[src/rtl/mem_pkg.sv]
// Shared constants and helpers for the word-addressed memory responder.
package mem_pkg;

  // Reset pattern seed: word i resets to INIT_WORD * (i + 1), low 32 bits kept.
  localparam logic [31:0] INIT_WORD = 32'h1111_1111;

  // Reset value of word i.
  function automatic logic [31:0] init_val(input int i);
    logic [31:0] mult_s;
    mult_s = 32'(i + 1);
    return INIT_WORD * mult_s;
  endfunction

  // Width of a word index for a memory of 'depth' words, never below 1 bit.
  function automatic int idx_w(input int depth);
    int w_s;
    w_s = $clog2(depth);
    if (w_s < 1) begin
      w_s = 1;
    end else begin
      w_s = w_s;
    end
    return w_s;
  endfunction

endpackage

[src/rtl/mem_addr_check.sv]
// Decodes a byte address into a word index and flags misaligned or
// out-of-range addresses. Purely combinational.
module mem_addr_check
  import mem_pkg::*;
#(
  parameter int DEPTH = 5
) (
  input  logic [31:0]               addr,
  output logic                      legal,
  output logic [idx_w(DEPTH)-1:0]   idx
);

  localparam int          IW      = idx_w(DEPTH);
  localparam logic [29:0] DEPTH_W = 30'(DEPTH);

  // Full 30-bit range compare so high address bits can never alias a low word.
  always_comb begin
    legal = 1'b0;
    idx   = '0;
    if ((addr[1:0] == 2'b00) && (addr[31:2] < DEPTH_W)) begin
      legal = 1'b1;
      idx   = addr[IW+1:2];
    end else begin
      legal = 1'b0;
      idx   = '0;
    end
  end

endmodule

[src/rtl/mem_responder.sv]
// Word-addressed memory target: combinational read, clocked write,
// saturating count of accepted writes and a sticky first-error capture.
module mem_responder
  import mem_pkg::*;
#(
  parameter int DEPTH = 5,
  parameter int CNT_W = 16
) (
  input  logic             clk,
  input  logic             rst,
  input  logic [31:0]      addr,
  input  logic             wr_en,
  input  logic [31:0]      wdata,
  output logic [31:0]      rdata,
  output logic [CNT_W-1:0] wr_count,
  output logic             err,
  output logic [31:0]      err_addr
);

  localparam int               IW      = idx_w(DEPTH);
  localparam logic [CNT_W-1:0] CNT_MAX = '1;

  logic             legal_s;
  logic [IW-1:0]    idx_s;
  logic [31:0]      rdata_s;
  logic [31:0]      mem_r [DEPTH];
  logic [CNT_W-1:0] wr_count_r;
  logic             err_r;
  logic [31:0]      err_addr_r;

  mem_addr_check #(
    .DEPTH (DEPTH)
  ) u_addr_check (
    .addr  (addr),
    .legal (legal_s),
    .idx   (idx_s)
  );

  // Storage: reset to the init pattern, otherwise commit legal writes.
  always_ff @(posedge clk) begin
    if (rst) begin
      for (int i = 0; i < DEPTH; i++) begin
        mem_r[i] <= init_val(i);
      end
    end else if (wr_en && legal_s) begin
      mem_r[idx_s] <= wdata;
    end
  end

  // Count accepted writes, holding at the maximum value.
  always_ff @(posedge clk) begin
    if (rst) begin
      wr_count_r <= '0;
    end else if (wr_en && legal_s && (wr_count_r != CNT_MAX)) begin
      wr_count_r <= wr_count_r + CNT_W'(1);
    end else begin
      wr_count_r <= wr_count_r;
    end
  end

  // Sticky error flag; only the first illegal write address is kept.
  always_ff @(posedge clk) begin
    if (rst) begin
      err_r      <= 1'b0;
      err_addr_r <= 32'h0000_0000;
    end else if (wr_en && !legal_s) begin
      err_r <= 1'b1;
      if (!err_r) begin
        err_addr_r <= addr;
      end else begin
        err_addr_r <= err_addr_r;
      end
    end else begin
      err_r      <= err_r;
      err_addr_r <= err_addr_r;
    end
  end

  // Zero-latency read so the initiator can sample in its address cycle.
  always_comb begin
    rdata_s = 32'h0000_0000;
    if (legal_s) begin
      rdata_s = mem_r[idx_s];
    end else begin
      rdata_s = 32'h0000_0000;
    end
  end

  assign rdata    = rdata_s;
  assign wr_count = wr_count_r;
  assign err      = err_r;
  assign err_addr = err_addr_r;

endmodule

[config.mk]
export PLATFORM = sky130hd
export DESIGN_NAME = mem_responder
export DESIGN_NICKNAME = d
export VERILOG_FILES = /design/src/rtl/mem_pkg.sv /design/src/rtl/mem_addr_check.sv /design/src/rtl/mem_responder.sv
export SDC_FILE = /design/constraint.sdc
export NUM_CORES = 1
export LEC_CHECK = 0
export ABC_CLOCK_PERIOD_IN_PS = 3600
export CAP_MARGIN = 20
export CORE_ASPECT_RATIO = 0.9
export CORE_MARGIN = 5
export CORE_UTILIZATION = 52
export CTS_CLUSTER_SIZE = 12
export DETAILED_ROUTE_END_ITERATION = 8
export PLACE_DENSITY = 0.87
export SYNTH_ARGS = -nofsm -noshare
export SYNTH_HDL_FRONTEND = slang
export SYNTH_SLANG_ARGS = --single-unit
[constraint.sdc]
create_clock -name clk -period 3.6 [get_ports clk]
set_input_delay 0.72 -clock clk [delete_from_list [all_inputs] [get_ports clk]]
set_output_delay 0.72 -clock clk [all_outputs]
set_load 0.05 [all_outputs]
Word level (Yosys, flattened, before mapping)
Memories as Yosys holds them, arrays and structs flattened. Index checks and enable logic that the tools add are counted.

Add/subtract/negate cells: 1. $mul: 0. Divide/modulo/power cells: 0. Magnitude comparators: 1. Eq/ne operators: 1. Shift operators: 0. Muxes and demuxes: 11. Bitwise gates (word level): 1. Reduce and logical (&&, ||, !) cells: 8.

Operators by type and width (number): $mux 32 (2); $reduce_or 32->1 (1); $lt 30x3->1 const B (1); $add 16x1->16 const B (1); $ne 16x16->1 const B (1); $mux 1 (7); $mux 3 (2); $logic_and 1x1->1 (4); $logic_not 2->1 (1); $reduce_and 2->1 (1); $logic_not 1->1 (1); $not 1->1 (1).

Register bits: 49. Bits in latches: 0. Bits in writable memories: 160. Memory bits (read-only): 0. Input bits: 67. Word-level logic and storage cells: 27. Memories kept: 1.

Memories: mem_r (words 5, bits a word 32, rd ports 1, clocked after Yosys merged registers in 0, wr ports 5, RTL line mem_responder.sv:26) `logic [31:0] mem_r [DEPTH];`.

Logic depth before layout (Yosys ltp)
Depth after elaboration: 9. Depth in mapped cells: 9.

Hierarchy
A second synthesis with hierarchy kept.

Cells, all modules: 913. Area, all modules: 12383.1 µm².

By module, submodules not included: mem_responder (times used 1, cells an instance 895, area each 12281.8 µm², seq. area each 8668.3 µm²); mem_addr_check (times used 1, cells an instance 18, area each 101.3 µm², seq. area each 0.0 µm²).

Worst setup path after synthesis
Ideal clock, no wire load.

Path type: input to output. Start point: input port addr[26]. End point: output port rdata[10]. Arrival time: 2.856 ns. Path slack: 0.024 ns. Stages on the path: 8. Path through: nor4_1 nand4_1 or3_1 buf_4 buf_6 clkbuf_1 buf_1 nor2_1.

Cells in the longest elaborated chain, start to end: 5. Elaborated cells on any way between the ends: 6. Classes of those cells: order compare: 1; mux: 3; reduce/logical: 1; memory: 1.

RTL lines: from (decl) (RTL line mem_responder.sv:11) `input logic [31:0] addr,`; $lt 30x3->1 (*) (RTL line mem_addr_check.sv:20) `if ((addr[1:0] == 2'b00) && (addr[31:2] < DEPTH_W)) begin`; $logic_and 1x1->1 (*) (RTL line mem_addr_check.sv:20); $mux 3 (RTL line mem_addr_check.sv:20); $mem_v2 5x32; $mux 32 (*) (RTL line mem_responder.sv:82) `if (legal_s) begin`; to (decl) (RTL line mem_responder.sv:14) `output logic [31:0] rdata,`.

Mark *: on every way between the ends. The rest lies on a longest branch, timed or not.

Final worst setup path
Start point: input port addr[0]. End point: output port rdata[1].

Cells in the longest elaborated chain, start to end: 5. Elaborated cells on any way between the ends: 6. Classes of those cells: mux: 3; reduce/logical: 2; memory: 1.

RTL lines (RTL line): $logic_not 2->1 (*) (mem_addr_check.sv:20); $logic_and 1x1->1 (*) (mem_addr_check.sv:20); $mux 3 (mem_addr_check.sv:20); $mem_v2 5x32; $mux 32 (*) (mem_responder.sv:82).

Marks and branches as above.

==> results.json <==
{
  "outcome": "complete, no violations",
  "netlist_top_cells_area": "edfxtp_1 (52%), dfxtp_1 (11%), mux2i_1 (10%)",
  "vias": 6540,
  "first_global_vias": 6741,
  "ant_nets": 0,
  "synth_fa_ha_area_frac": 0.001341,
  "yosysMostFrequentCell": "edfxtp_1",
  "setup_viol": 0,
  "hold_end": "err_addr[3]",
  "wl_um": 22580,
  "firstDrtPassIters": 5,
  "end_kind": "primary output",
  "synthFlopType": "edfxtp_1",
  "clock_path_buffers": 3,
  "fin_crit_sh": 0.9873,
  "min_period_ns": 3.554,
  "diodes": 0,
  "power_density_nw_per_um2": 435.2,
  "yosysTopAreaCellShare": 0.5151,
  "synth_edf_count": 160,
  "start_util": 0.5296,
  "synth.yosys.seq_area_share": 0.6203,
  "place_ws_ns": 0.06158,
  "viasPerCell": 5.595,
  "io_buffers": 147,
  "worstHoldStart": "err_addr[3]",
  "grt-ovfl-total": 0,
  "dieWidth_um": 151.2,
  "worst_pin_slew_ns": 0.5567,
  "synth_top_family_by_area": "simple AND/OR/NAND/NOR gates",
  "final-hold-violation-count": 0,
  "finClkSkew_ns": 0.006282,
  "cts_sinks": 209,
  "rsz0062_at_grt": "yes",
  "wl_per_cell_um": 19.32,
  "p_leak_nw": 4.605,
  "yosys_warnings": 0,
  "drcViolationCount": 0,
  "crit_type": "in -> out",
  "ys_types": 36,
  "path_clk_slew_ns": 0.06,
  "htree_levels": 1,
  "layout-drive-gt1-share": 0.1281,
  "synth-seq-cells": 209,
  "synth_simple_gate_area_frac": 0.1820,
  "reg2regPathDepth": 6,
  "r2r-start": "wr_count[0]",
  "fmax_mhz": 281.4,
  "worstPathMaxFanout": 46,
  "syn-num-nets": 825,
  "cp-start-kind": "primary input",
  "cts_tree": "done",
  "syn_inst": 757,
  "die_h_um": 137.1,
  "grt_first_pass_wirelength_um": 35670,
  "gp_congestion": 0.8867,
  "design_area_um2": 12350,
  "drv_cap": 0,
  "dieArea_um2": 20720,
  "min_path_cells": 2,
  "fin_ws_ns": 0.04571,
  "dr.first_iter.drc_count": 493,
  "timing.max_slew.rel_slack": 0.6250,
  "syn_to_final_growth_pct": 32.39,
  "placed_cell_area_um2": 11670,
  "nets": 982,
  "cp.required_ns": 2.88,
  "syn_area_um2": 9328,
  "netlist_top_cells_count": "edfxtp_1 (160), and2_1 (106), mux2i_1 (97), nor2_1 (71), nand2b_1 (56)",
  "syn_area_per_cell_um2": 12.32,
  "r2r_end": "wr_count[6]",
  "synth_xor_area_frac": 0,
  "clockRootBuffer": "clkbuf_16",
  "core_area_um2": 17610,
  "rrSetupSlack_ns": 1.49,
  "crit_arrival_ns": 2.83,
  "cts_buffers": 22,
  "multi_input_area_um2": 3352,
  "async_flop_share": 0,
  "grt_usage": 0.2196,
  "std_cell_rows": 46,
  "dpl.hpwl_um": 14500,
  "p_total_mw": 5.374,
  "antenna_found_initial": 0,
  "drv_slew": 0,
  "regArea_um2": 5786,
  "synth_area_leader_cell": "edfxtp_1",
  "synth_compound_area_frac": 0.06439,
  "final_core_util": 0.7012,
  "fillers": 1213,
  "grt_start_max_net_pins": 70,
  "synthMuxAreaShare": 0.1065,
  "clock_latency_ns": 0.50,
  "io_pins": 148,
  "hold_class": "reg -> reg",
  "ir_worst_vdd_v": 0.0002970
}
## placed cells by master, fill, tap and decap left out, types with 5 or more instances in the layout
master           instances
nand2_1                 11
and2_1                 106
buf_12                  45
a22oi_1                 32
a21oi_1                 11
nor4_1                   7
clkdlybuf4s50_1        112
nor2_1                  69
edfxtp_1               160
inv_1                    7
or2_2                    6
nand2b_1                56
clkbuf_16               23
o21ai_0                 37
clkbuf_1                 9
nand4_1                  6
buf_4                   24
mux2i_1                 97
o31ai_1                  8
nand3_1                  5
dfxtp_1                 49
or4_1                    9
## how the worst max path moves through the flow
stage	start	endpoint	slack, ns	cells past startpoint
after CTS	addr[0]	rdata[12]	0.05	7
after global routing	addr[31]	rdata[8]	-0.03	7
after floorplan	addr[26]	rdata[10]	0.02	8
after global placement	addr[15]	rdata[4]	0.12	7
after detailed placement	addr[0]	rdata[31]	0.06	7
final	addr[0]	rdata[1]	0.05	7
## area by class of cell
| type | count | area share |
|---|---|---|
| clock buffers | 37 | 0.05350 |
| clock inverters | 2 | 0.001013 |
| inverters | 7 | 0.002128 |
| multi-input cells | 491 | 0.2714 |
| flip-flops and latches | 209 | 0.4685 |
| well taps | 240 | 0.02432 |
| repair buffers | 183 | 0.1791 |
## critical path: stages
cell             delay (ns)
clkdlybuf4s50_1        0.44
nor4_1                 0.31
nand4_1                0.16
or3_2                  0.54
buf_12                 0.23
nor2_1                 0.24
buf_12                 0.17
## power by group
part / total [mW] / switching (mW) / internal, mW
Clock: 2.11 / 0.869 / 1.24
Sequential: 2.74 / 0.0360 / 2.70
Combinational: 0.525 / 0.299 / 0.225
Total: 5.37 / 1.20 / 4.17
## sequential cells by signal, indices dropped and copies added, names as in the netlist
signal    cells
err           1
err_addr     32
mem_r       160
wr_count     16
## per-layer routing
metal | vias to the layer above | global-route usage | routed length, um
li1 | 3058 | - | -
met1 | 3214 | 0.2901 | 9375
met2 | 228 | 0.3801 | 11360
met3 | 40 | 0.03444 | 1355
met4 | 0 | 0.05740 | 491
met5 | - | 0 | 0
## metrics by stage
step | hold slack (ns) | cells | setup TNS (ns)
final | 0.4905 | 1169 | 0
after global routing | 0.5324 | 1169 | -0.3271
after CTS | 0.4979 | 1169 | 0
after detailed placement | 0.4841 | 1130 | 0
after global placement | 0.4741 | 1130 | 0
after floorplan | 0.7023 | 757 | 0
## cells by family (layout without fill, tap and decap cells)
family                   count (synthesis)  after routing
AO/OA/AOI/OAI                           95             95
adder cells (fa/ha/maj)                  1              1
buffers and inverters                   57            229
flip-flops                             209            209
multiplexers                            99             99
AND/OR/NAND/NOR                        296            296
## what timing repair did
action / CTS / global route
gates resized for setup: 0 / 2
buffers inserted: 0 / 0
hold buffers: 0 / 0
setup endpoints to repair: 0 / 26
(Power assumes the default switching activity.)
